$ cat src/rtl/dec_addr_seq.sv
// dec_addr_seq
//
// Address sequencer that drives the 4-bit select inputs of a 4-to-16 decoder
// (addr[3]=A ... addr[0]=D). It scans a programmable range first..last,
// holding each address for dwell+1 cycles. A scan runs either once, ending
// with a one-cycle done pulse, or continuously with wrap-around.
//
// Ports
//   clk    in   rising-edge clock
//   rst_n  in   asynchronous, active-low reset
//   start  in   level-sampled; begins a scan when idle
//   stop   in   aborts a running scan; wins over start
//   first  in   [3:0]          first address of range (latched on start)
//   last   in   [3:0]          last address of range (latched on start)
//   dwell  in   [DWELL_W-1:0]  hold cycles minus one (latched on start)
//   cont   in   1 = wrap to first after last and repeat (latched on start)
//   addr   out  [3:0]  registered decoder select
//   en     out  registered; addr is valid for the decoder
//   busy   out  registered; scan in progress (same as en)
//   done   out  registered one-cycle pulse on normal completion
module dec_addr_seq #(
  parameter int DWELL_W = 4
) (
  input  logic               clk,
  input  logic               rst_n,
  input  logic               start,
  input  logic               stop,
  input  logic [3:0]         first,
  input  logic [3:0]         last,
  input  logic [DWELL_W-1:0] dwell,
  input  logic               cont,
  output logic [3:0]         addr,
  output logic               en,
  output logic               busy,
  output logic               done
);

  typedef enum logic {IDLE, RUN} state_t;

  state_t             state;
  logic [3:0]         f_q;
  logic [3:0]         l_q;
  logic [DWELL_W-1:0] d_q;
  logic               c_q;
  logic [DWELL_W-1:0] cnt;

  always_ff @(posedge clk or negedge rst_n) begin
    if (!rst_n) begin
      state <= IDLE;
      addr  <= 4'd0;
      en    <= 1'b0;
      busy  <= 1'b0;
      done  <= 1'b0;
      f_q   <= 4'd0;
      l_q   <= 4'd0;
      d_q   <= '0;
      c_q   <= 1'b0;
      cnt   <= '0;
    end else begin
      case (state)
        IDLE: begin
          // done only lives for the single cycle spent here after a scan
          done <= 1'b0;
          if (start && !stop) begin
            f_q   <= first;
            l_q   <= last;
            d_q   <= dwell;
            c_q   <= cont;
            addr  <= first;
            cnt   <= dwell;
            en    <= 1'b1;
            busy  <= 1'b1;
            state <= RUN;
          end
        end
        RUN: begin
          done <= 1'b0;
          if (stop) begin
            // abort: addr keeps its value, no completion pulse
            en    <= 1'b0;
            busy  <= 1'b0;
            state <= IDLE;
          end else if (cnt != '0) begin
            cnt <= cnt - DWELL_W'(1);
          end else if (addr != l_q) begin
            // 4-bit add wraps 15 -> 0, which gives ranges with first > last
            addr <= addr + 4'd1;
            cnt  <= d_q;
          end else if (c_q) begin
            addr <= f_q;
            cnt  <= d_q;
          end else begin
            en    <= 1'b0;
            busy  <= 1'b0;
            done  <= 1'b1;
            state <= IDLE;
          end
        end
        default: state <= IDLE;
      endcase
    end
  end

endmodule

$ cat config.mk
export PLATFORM = sky130hd
export DESIGN_NAME = dec_addr_seq
export DESIGN_NICKNAME = d
export VERILOG_FILES = /design/src/rtl/dec_addr_seq.sv
export SDC_FILE = /design/constraint.sdc
export NUM_CORES = 1
export LEC_CHECK = 0
export ABC_AREA = 1
export CAP_MARGIN = 0
export CELL_PAD_IN_SITES_DETAIL_PLACEMENT = 0
export CELL_PAD_IN_SITES_GLOBAL_PLACEMENT = 1
export CORE_MARGIN = 4
export CORE_UTILIZATION = 41
export DETAILED_ROUTE_END_ITERATION = 10
export GPL_ROUTABILITY_DRIVEN = 1
export GPL_TIMING_DRIVEN = 0
export PLACE_DENSITY = 0.89
export SLEW_MARGIN = 10
export SYNTH_ARGS = -nofsm -noshare
export SYNTH_HDL_FRONTEND = slang
export SYNTH_SLANG_ARGS = --single-unit
$ cat constraint.sdc
create_clock -name clk -period 3.2 [get_ports clk]
set_input_delay 0.64 -clock clk [delete_from_list [all_inputs] [get_ports clk]]
set_output_delay 0.64 -clock clk [all_outputs]
set_load 0.05 [all_outputs]
==> impl_metrics.py <==
metrics = {
    "status": {
        "status": "complete, no violations",
    },
    "sta": {
        "slew_headroom": 0.290,
        "fmax_mhz": 427,
        "fin_skew_ps": 8.07,
        "fin_setup_tns_ps": 0,
        "fin_crit_ps": 2340,
        "period_share": 0.733,
        "hold_ws_ps": 501,
        "tightest_slew_ps": 1060,
        "hold_violations": 0,
        "finalSetupViolCount": 0,
        "slew_violations": 0,
        "rsz0062_at_grt": "false",
    },
    "floorplan": {
        "coreArea_um2": 3340,
        "initial_utilization": 0.425,
        "die_w_um": 66.8,
        "num_rows": 21,
        "fp.dieH_um": 66.8,
        "pin_count": 24,
        "die_area_um2": 4470,
    },
    "detailed_routing": {
        "drtPass1Iterations": 4,
        "vias_per_cell": 4.91,
        "drt-initial-drc-count": 48,
        "wire_per_inst_um": 12.2,
        "drc": 0,
        "via_count": 1233,
        "wl_mm": 3.05,
        "ant_nets": 0,
    },
    "worst_setup_path": {
        "cp_top_family": "buffers and inverters",
        "required_ps": 2560,
        "cp_num_buf_inv": 1,
        "crit_slowest_cell": "clkdlybuf4s50_1",
        "cp_slowest_stage_delay_ps": 860,
        "crit_fanout": 7,
        "worst_setup_path_start_kind": "flop",
        "path_class": "flop to output port",
        "worstPathArrival_ps": 1700,
        "cp-end-kind": "output port",
        "crit_chain": "clkdlybuf4s50_1",
    },
    "synth": {
        "synth_top_family_by_area": "simple AND/OR/NAND/NOR gates",
        "yosysMostFrequentCell": "nand2_1",
        "syn_avg_cell_area_um2": 7.93,
        "ys_seq_elements": 24,
        "synthSimpleGateAreaFrac": 0.319,
        "synth_area_um2": 1420,
        "synth_compound_area_frac": 0.108,
        "async_flop_share": 1.00,
        "synth_cells": 179,
        "synth_xor_area_frac": 0.0123,
        "synth_warnings": 0,
        "synthMuxAreaShare": 0.0238,
        "ys_seq_area_frac": 0.423,
        "synth.area.top_cells": "dfrtp_1 42%, nand2_1 9.0%, inv_1 6.9%",
        "synth_top_cells_by_count": "34 x nand2_1, 26 x inv_1, 24 x dfrtp_1",
        "ys.flop_type": "dfrtp_1",
        "synthAdderAreaFrac": 0.0176,
        "yosysUniqueCellTypes": 25,
        "synth_top_area_cell": "dfrtp_1",
        "syn-num-nets": 198,
        "netlist.area_leader.share": 0.423,
        "synth_edf_count": 0,
    },
    "cells_and_area": {
        "finalCoreUtilization": 0.518,
        "drive_above_1_share": 0.161,
        "final_nets": 226,
        "area_growth_pct": 21.9,
        "stdcell_count": 251,
        "antenna-diode-count": 0,
    },
    "grt": {
        "grt-ovfl-total": 0,
        "grt_usage": 0.156,
        "first_global_vias": 1195,
        "grt_max_degree": 25,
        "antenna_found_initial": 0,
        "grt_pass1_wl_mm": 5.45,
    },
    "clock_network": {
        "cts_made_buffers": 3,
        "cts_setup_buffers": 0,
        "cts_tree": "built",
        "clockRootBuffer": "clkbuf_4",
        "htree_num_levels": 1,
        "holdBufCountCts": 0,
        "ctsResizeCount": 0,
        "worstSkewPairLatency_ps": 310,
        "cts_buffer_depth": 2,
        "cts_sinks": 24,
        "clk_pin_slew_ps": 130,
    },
    "placed_design": {
        "place_congestion": 0.930,
        "io_buffers": 23,
        "post-place-cells": 248,
        "hpwl_mm": 2.32,
    },
    "flow_run": {
        "cap_violations": 0,
    },
    "pwr": {
        "power_density_nw_per_um2": 686,
        "total_power_mw": 1.19,
        "leakage_nw": 0.864,
        "ir_worst_vdd_uv": 231,
    },
    "hold_path": {
        "min_path_type": "flop to flop",
    },
}
layer usage:
metal  vias up  part of all wire  wire [um]  GRT usage
met5         -                 0          0          0
li1        614                 -          -          -
met2        36              0.49       1490      0.262
met3         4             0.054        164     0.0135
met4         0             0.012         38     0.0457
met1       579              0.45       1360      0.212
report_power, final:
group / internal, mW / switching, mW
logic: 0.221 / 0.378
registers: 0.376 / 0.0793
clock network: 0.0440 / 0.0879
total: 0.641 / 0.545
worst paths after layout:
path                                startpoint             endpoint  slack, ps  depth (start not counted)
hold reg to reg             d_q[2]$_DFFE_PN0P_   d_q[2]$_DFFE_PN0P_        500                          2
setup / recovery           addr[0]$_DFFE_PN0P_              addr[0]        860                          1
max in group asynchronous                rst_n   d_q[1]$_DFFE_PN0P_       1670                          1
setup reg to reg            cnt[0]$_DFFE_PN0P_  addr[1]$_DFFE_PN0P_       1430                          9
min in group asynchronous                rst_n      state$_DFF_PN0_        890                          1
hold / removal              d_q[2]$_DFFE_PN0P_   d_q[2]$_DFFE_PN0P_        500                          2
cells in the final DEF (no fill, tap or decap), drive strengths merged:
cell	Yosys	final
xnor2	1	1
xor2	1	1
clkdlybuf4s50	0	23
dfrtp	24	24
o21ai	13	13
nand4	1	1
clkbuf	0	3
a21boi	1	1
a22oi	1	1
mux2	3	3
nor2	22	22
nand3	20	20
nand2	42	42
ha	2	2
a21oi	14	14
inv	30	30
buf	4	4
registers in the layout, indices dropped and copies added, names as in the netlist:
signal and count:
cnt 4, f_q 4, c_q 1, state 1, l_q 4, d_q 4, done 1, addr 4
busy 1
final cells by class:
class                           count  area, um2
Clock buffer                        3       22.5
Multi-Input combinational cell    121        683
Fill cell                         331       1610
Sequential cell                    24        601
Inverter                           30        113
Buffer                              4       22.5
Timing Repair Buffer               23        230
Tap cell                           46       57.6
per-stage QoR:
| step | setup slack [ps] | area [um2] |
|---|---|---|
| after floorplan | 1620 | 1420 |
| after global placement | 1130 | 1710 |
| after detailed placement | 1110 | 1710 |
| after CTS | 868 | 1730 |
| after global routing | 818 | 1730 |
| final | 856 | 1730 |
cells by family (layout without fill, tap and decap cells):
family / after synthesis / count (layout)
and+or+nand+nor: 85 / 85
adders and majority gates: 2 / 2
muxes: 3 / 3
buffers and inverters: 34 / 60
xor gates and xnor gates: 2 / 2
AOI/OAI and AO/OA: 29 / 29
DFF: 24 / 24
tightest hold or removal path: stages, from the launching register on:
cell	delay, ps
dfrtp_1	360
nand2_1	50
o21ai_0	60
Power figures use the tool's default switching activity.
